<file path="src/rtl/line_fill_engine_pkg.sv">
// Shared types and defaults for the cache line fill / writeback engine.
package line_fill_engine_pkg;

  localparam int WORDS_DEF  = 4;
  localparam int RD_LAT_DEF = 2;
  localparam int IDX_W      = 2;
  localparam int LINE_W     = 13;

  typedef enum logic [2:0] {
    ST_IDLE,
    ST_WB,
    ST_RD,
    ST_DRAIN,
    ST_DONE
  } state_e;

  typedef enum logic [1:0] {
    OP_NONE   = 2'b00,
    OP_FILL   = 2'b01,
    OP_WB     = 2'b10,
    OP_WBFILL = 2'b11
  } op_e;

  function automatic logic [15:0] word_addr(input logic [LINE_W-1:0] line,
                                            input logic [IDX_W-1:0]  idx);
    return {line, idx, 1'b0};
  endfunction

endpackage

</file>
<file path="src/rtl/line_fill_engine_pipe.sv">
// Return pipe: tracks issued reads so each word lands in the cache when its data arrives.
module fill_return_pipe
  import line_fill_engine_pkg::*;
#(
  parameter int DEPTH = RD_LAT_DEF
) (
  input  logic             clk,
  input  logic             rst,
  input  logic             flush,
  input  logic             push,
  input  logic [IDX_W-1:0] push_idx,
  output logic             out_valid,
  output logic [IDX_W-1:0] out_idx,
  output logic             pending
);

  logic [DEPTH-1:0] vld_q;
  logic [IDX_W-1:0] idx_q [DEPTH];

  always_ff @(posedge clk or posedge rst) begin
    if (rst) begin
      vld_q <= '0;
      for (int i = 0; i < DEPTH; i++) idx_q[i] <= '0;
    end else if (flush) begin
      vld_q <= '0;
      for (int i = 0; i < DEPTH; i++) idx_q[i] <= '0;
    end else begin
      vld_q[0] <= push;
      idx_q[0] <= push_idx;
      for (int i = 1; i < DEPTH; i++) begin
        vld_q[i] <= vld_q[i-1];
        idx_q[i] <= idx_q[i-1];
      end
    end
  end

  assign out_valid = vld_q[DEPTH-1];
  assign out_idx   = idx_q[DEPTH-1];

  // Reads still in flight behind the output stage; the drain ends once these are gone.
  always_comb begin
    pending = 1'b0;
    for (int i = 0; i < DEPTH - 1; i++) pending = pending | vld_q[i];
  end

endmodule

</file>
<file path="src/rtl/line_fill_engine.sv">
// Cache line fill / writeback sequencer: streams a victim line out, then streams a line in.
//   state    | meaning
//   ST_IDLE  | waiting for a start strobe with a non-zero op
//   ST_WB    | writing victim words to the banks, busy-gated
//   ST_RD    | issuing fill reads, returned words written to the cache
//   ST_DRAIN | all reads issued, waiting for the last returns
//   ST_DONE  | one-cycle done pulse, err set if the op aborted
module line_fill_engine
  import line_fill_engine_pkg::*;
#(
  parameter int WORDS  = WORDS_DEF,
  parameter int RD_LAT = RD_LAT_DEF
) (
  input  logic              clk,
  input  logic              rst,
  input  logic              start,
  input  logic [1:0]        op,
  input  logic [LINE_W-1:0] fill_addr,
  input  logic [LINE_W-1:0] wb_addr,
  input  logic [15:0]       cache_rdata,
  output logic [IDX_W-1:0]  word_idx,
  output logic [15:0]       fill_data,
  output logic              fill_we,
  output logic [15:0]       mem_addr,
  output logic [15:0]       mem_wdata,
  output logic              mem_wr,
  output logic              mem_rd,
  input  logic [15:0]       mem_rdata,
  input  logic [3:0]        mem_busy,
  input  logic              mem_err,
  output logic              busy,
  output logic              done,
  output logic              err
);

  state_e            state_q;
  op_e               op_q;
  logic [LINE_W-1:0] fill_line_q;
  logic [LINE_W-1:0] wb_line_q;
  logic [IDX_W-1:0]  cnt_q;
  logic              err_q;

  logic              wr_go, rd_go, abort, last_word;
  logic              pipe_valid, pipe_pending;
  logic [IDX_W-1:0]  pipe_idx;

  assign wr_go     = (state_q == ST_WB) && !mem_busy[cnt_q];
  assign rd_go     = (state_q == ST_RD) && !mem_busy[cnt_q];
  assign abort     = (wr_go || rd_go) && mem_err;
  assign last_word = (cnt_q == IDX_W'(WORDS - 1));

  fill_return_pipe #(.DEPTH(RD_LAT)) u_pipe (
    .clk      (clk),
    .rst      (rst),
    .flush    (abort),
    .push     (rd_go && !mem_err),
    .push_idx (cnt_q),
    .out_valid(pipe_valid),
    .out_idx  (pipe_idx),
    .pending  (pipe_pending)
  );

  always_ff @(posedge clk or posedge rst) begin
    if (rst) begin
      state_q     <= ST_IDLE;
      op_q        <= OP_NONE;
      fill_line_q <= '0;
      wb_line_q   <= '0;
      cnt_q       <= '0;
      err_q       <= 1'b0;
    end else begin
      case (state_q)
        ST_IDLE: begin
          cnt_q <= '0;
          err_q <= 1'b0;
          if (start && (op_e'(op) != OP_NONE)) begin
            op_q        <= op_e'(op);
            fill_line_q <= fill_addr;
            wb_line_q   <= wb_addr;
            state_q     <= (op_e'(op) == OP_FILL) ? ST_RD : ST_WB;
          end
        end
        ST_WB: begin
          if (wr_go) begin
            if (mem_err) begin
              err_q   <= 1'b1;
              state_q <= ST_DONE;
            end else if (last_word) begin
              cnt_q   <= '0;
              state_q <= (op_q == OP_WBFILL) ? ST_RD : ST_DONE;
            end else begin
              cnt_q <= cnt_q + IDX_W'(1);
            end
          end
        end
        ST_RD: begin
          if (rd_go) begin
            if (mem_err) begin
              err_q   <= 1'b1;
              state_q <= ST_DONE;
            end else if (last_word) begin
              state_q <= ST_DRAIN;
            end else begin
              cnt_q <= cnt_q + IDX_W'(1);
            end
          end
        end
        // Leave as soon as nothing is queued behind the word returning this cycle.
        ST_DRAIN: if (!pipe_pending) state_q <= ST_DONE;
        ST_DONE:  state_q <= ST_IDLE;
        default:  state_q <= ST_IDLE;
      endcase
    end
  end

  always_comb begin
    word_idx = '0;
    case (state_q)
      ST_WB:    word_idx = cnt_q;
      ST_RD:    word_idx = pipe_valid ? pipe_idx : cnt_q;
      ST_DRAIN: word_idx = pipe_valid ? pipe_idx : '0;
      default:  word_idx = '0;
    endcase
  end

  assign mem_wr    = wr_go;
  assign mem_rd    = rd_go;
  assign mem_addr  = wr_go ? word_addr(wb_line_q, cnt_q) :
                     rd_go ? word_addr(fill_line_q, cnt_q) : 16'h0000;
  assign mem_wdata = wr_go ? cache_rdata : 16'h0000;
  assign fill_we   = pipe_valid;
  assign fill_data = pipe_valid ? mem_rdata : 16'h0000;
  assign busy      = (state_q != ST_IDLE);
  assign done      = (state_q == ST_DONE);
  assign err       = (state_q == ST_DONE) && err_q;

endmodule

</file>
<file path="config.mk">
export PLATFORM = sky130hd
export DESIGN_NAME = line_fill_engine
export DESIGN_NICKNAME = d
export VERILOG_FILES = /design/src/rtl/line_fill_engine_pkg.sv /design/src/rtl/line_fill_engine_pipe.sv /design/src/rtl/line_fill_engine.sv
export SDC_FILE = /design/constraint.sdc
export NUM_CORES = 1
export LEC_CHECK = 0
export CAP_MARGIN = 20
export CORE_MARGIN = 3
export CORE_UTILIZATION = 43
export DETAILED_ROUTE_END_ITERATION = 8
export DONT_BUFFER_PORTS = 1
export HOLD_SLACK_MARGIN = 0.15
export MAX_ROUTING_LAYER = met4
export SYNTH_ARGS = -nofsm -noshare
export SYNTH_HDL_FRONTEND = slang
export SYNTH_SLANG_ARGS = --single-unit
</file>
<file path="constraint.sdc">
create_clock -name clk -period 4.08 [get_ports clk]
set_input_delay 0.816 -clock clk [delete_from_list [all_inputs] [get_ports clk]]
set_output_delay 0.816 -clock clk [all_outputs]
set_load 0.1 [all_outputs]
</file>
==> results of run 1 <==
flip-flops by register name (all words and copies together) (netlist names):
register and count:
state_q 3, op_q 2, u_pipe.vld_q 2, cnt_q 2, err_q 1, u_pipe.out_idx 2
u_pipe.idx_q 2, fill_line_q 13, wb_line_q 13
power by group through the flow:
stage                     Clock (µW)  Sequential, µW  Combinational [µW]
after floorplan                    0             660                1220
after global placement             0             713                1460
after detailed placement           0             730                1490
after CTS                        318             720                1490
after global routing             334             745                1550
final                            307             719                1480
cells in the mapped netlist (2+ instances only):
master,number
a21oi_1,4
a22o_1,14
and2_1,33
buf_1,3
buf_2,3
clkbuf_1,5
dfrtp_1,40
inv_1,3
mux2_2,28
nand2_1,5
nand2b_1,2
nor2_1,10
nor2b_1,6
nor3_1,2
nor3b_1,3
o21ai_0,5
routing by layer:
layer	routed length, µm	share of wire
met2	3030	0.55
met4	51	0.0093
met1	1970	0.36
met3	446	0.081
met5	0	0
cells in the final DEF, fill, tap and decap left out, drive strengths merged, types with 5 or more instances in the layout:
cell type	count
buf	57
dfrtp	40
and2	33
mux2	28
a22o	14
nor2	11
o21ai	6
nor2b	6
clkbuf	6
nand2	5
area by class of cell:
type | instances | area share
sequential | 40 | 0.353
clock inverter | 2 | 0.0124
multi-input combinational | 134 | 0.377
tap | 65 | 0.0287
timing repair buffer | 57 | 0.198
inverter | 4 | 0.00530
clock buffer | 6 | 0.0256
final timing paths:
check,start,end,depth (start not counted)
min in group asynchronous,rst,wb_line_q[12]$_DFFE_PP0P_,2
max in group asynchronous,rst,wb_line_q[2]$_DFFE_PP0P_,2
min,u_pipe.idx_q[3]$_DFF_PP0_,u_pipe.out_idx[1]$_DFF_PP0_,1
max,cnt_q[0]$_DFFE_PP0P_,mem_addr[11],5
min reg2reg,u_pipe.idx_q[3]$_DFF_PP0_,u_pipe.out_idx[1]$_DFF_PP0_,1
max reg2reg,state_q[2]$_DFFE_PP0P_,fill_line_q[7]$_DFFE_PP0P_,4
logic make-up (layout without fill, tap and decap cells):
logic type | Yosys count | in the layout | synth area share
other | 1 | 1 | 0.00177
AO/OA/AOI/OAI | 33 | 33 | 0.119
adder cells (fa/ha/maj) | 1 | 1 | 0.00590
AND/OR/NAND/NOR | 69 | 69 | 0.200
buffers and inverters | 17 | 69 | 0.0371
flip-flops | 40 | 40 | 0.472
multiplexers | 30 | 30 | 0.164
through the flow:
stage / total power, µW / hold slack (ps) / setup WS (ps) / utilization / instance area, µm²
2_1_floorplan: 1880 / 439 / 84.4 / - / 2130
3_3_place_gp: 2170 / 460 / 616 / 0.598 / 2730
3_5_place_dp: 2220 / 457 / 540 / 0.598 / 2730
4_1_cts: 2530 / 475 / 454 / 0.621 / 2840
5_1_grt: 2630 / 493 / 328 / 0.621 / 2840
6_report: 2500 / 476 / 500 / 0.621 / 2840
==> metrics.md, run 1 <==
| Metric | Value |
|---|---|
| # DRC | 0 |
| Final min period | between 3000 and 4000 ps |
| Buffers and inverters on the worst path | 2 |
| Switch Pwr | 1300 µW |
| Max_slew headroom | 0.507 |
| # port buffers | 0 |
| Total wire length | 5500 µm |
| Hold_buf cts | 0 |
| Die width | 76.3 µm |
| Grt met3 use | 0.0626 |
| Flops & latches, synth | 40 |
| Met1 Resource Use GR | 0.210 |
| Worst VDD drop | 0.000497 V |
| Max cap viols | 0 |
| Netlist cell types | 41 |
| Critical Path AT | 2760 ps |
| Startpoint class of the critical path | flip-flop |
| Run status | finished clean |
| Grt met2 use | 0.359 |
| Area used by multi-input combinational logic | 1070 µm² |
| Die Ht | 76.3 µm |
| First-pass GRT wire length | 9060 µm |
| Routed length per instance | ~18 µm |
| Layout area overhead | 33.6% |
| Area share of the largest cell type after synthesis | 0.472 |
| Synth warn | 0 |
| Sequential share of power | 0.287 |
| Predominant post-synthesis flop cell | dfrtp_1 |
| Initial antenna violation count | 0 |
| Crit-path most repeated cell | buf_4 |
| RSZ-0062 raised after global routing | no |
| Overflow after GRT | 0 |
| Critical path fanouts, max | 10 |
| Syn Std Cell Area | 2120 µm² |
| R2R setup slack | 1310 ps |
| Number of global-route vias before repair | around 1800 |
| Top Family by Delay on Critical Path | multiplexers |
| Htree depth | 2 |
| CP endpoint kind | output port |
| Async SR Flop Fraction | 1.00 |
| FMAX | between 200 and 300 MHz |
| Final hold vios | 0 |
| ANT cells | 0 |
| CP Class | flip-flop to output port |
| Post_cts resized | 0 |
| DP HPWL | roughly 4400 µm |
| Worst Clk Skew | roughly 8 ps |
| Row count | 24 |
| Worst-case clock buffer depth | 2 |
| Non-filler cells, final | 308 |
| DP Cell Count | 300 |
| Clock Sinks | 40 |
| Starting Density | 0.465 |
| Clock share of power | 0.123 |
| Logic pwr share | 0.590 |
| EDFF count, synth | 0 |
| Final setup fails | 0 |
| Mean Syn Cell Area | 11.1 µm² |
| Slowest stage delay, CP | 680 ps |
| Clk root buf | clkbuf_8 |
| Final-report max-slew violation count | 0 |
| Via density | about 5.4 |
| Min-delay worst type | flip-flop to flip-flop |
| Clock-pin slew on the worst setup and hold paths | 70 ps |
| Cells after synthesis | 191 |
| CP max stage cell | mux4_2 |
| Largest area contributor in the netlist | dfrtp_1 |
| GPL Wtd Cong | 0.823 |
| Period utilization | 0.877 |
| CP cell instances | mux4_2 -> nor4b_4 -> buf_4 -> a22o_1 -> buf_4 |
| Die ar. | 5810 µm² |
| Post-CTS Setup Inserts | 0 |
| Seq/Total Area, Yosys | 0.472 |
| # nets final | between 300 and 400 |
| CTS tree | done |
| Setup TNS | 0 ps |
| Internal Pwr Total | 1210 µW |
| Area of the core | 4560 µm² |
| Worst-Margin Slew | between 700 and 800 ps |
| Total number of vias | 1659 |
| Clk_lat worst skew | 280 ps |
| DR iter-0 viols | 63 |
| Critical Path RT | 3260 ps |
| Switch share | 0.517 |
| CTS Buf Count | 5 |
| Syn_nets | 260 |
| Register area | ~1000 µm² |
| DRT antenna net count | 0 |
| GRT Resource Usage Total | 0.199 |
| Busiest layer in global routing | met2 |
| Cell area power density | 883 nW/µm² |
| TritonRoute pass-1 iters | 4 |
| Io pins | 124 |
| Largest net degree at the start of global routing | 41 |
| Share of cells above drive strength 1 | 0.424 |
| Synth top area cells | dfrtp_1 (47%), mux2_2 (15%), and2_1 (9.7%) |
| Fillers | ~360 |
| Static Leak | roughly 0.0013 µW |
(Power assumes the default switching activity.)
==> run 2: changes to the inputs <==
--- a/config.mk
+++ b/config.mk
@@ -8,6 +8,7 @@
 export CAP_MARGIN = 20
 export CORE_MARGIN = 3
 export CORE_UTILIZATION = 43
+export CTS_CLUSTER_DIAMETER = 120
 export DETAILED_ROUTE_END_ITERATION = 8
 export DONT_BUFFER_PORTS = 1
 export HOLD_SLACK_MARGIN = 0.15
==> results of run 2 <==
Final layout, timing and power as in run 1 (identical DEF).
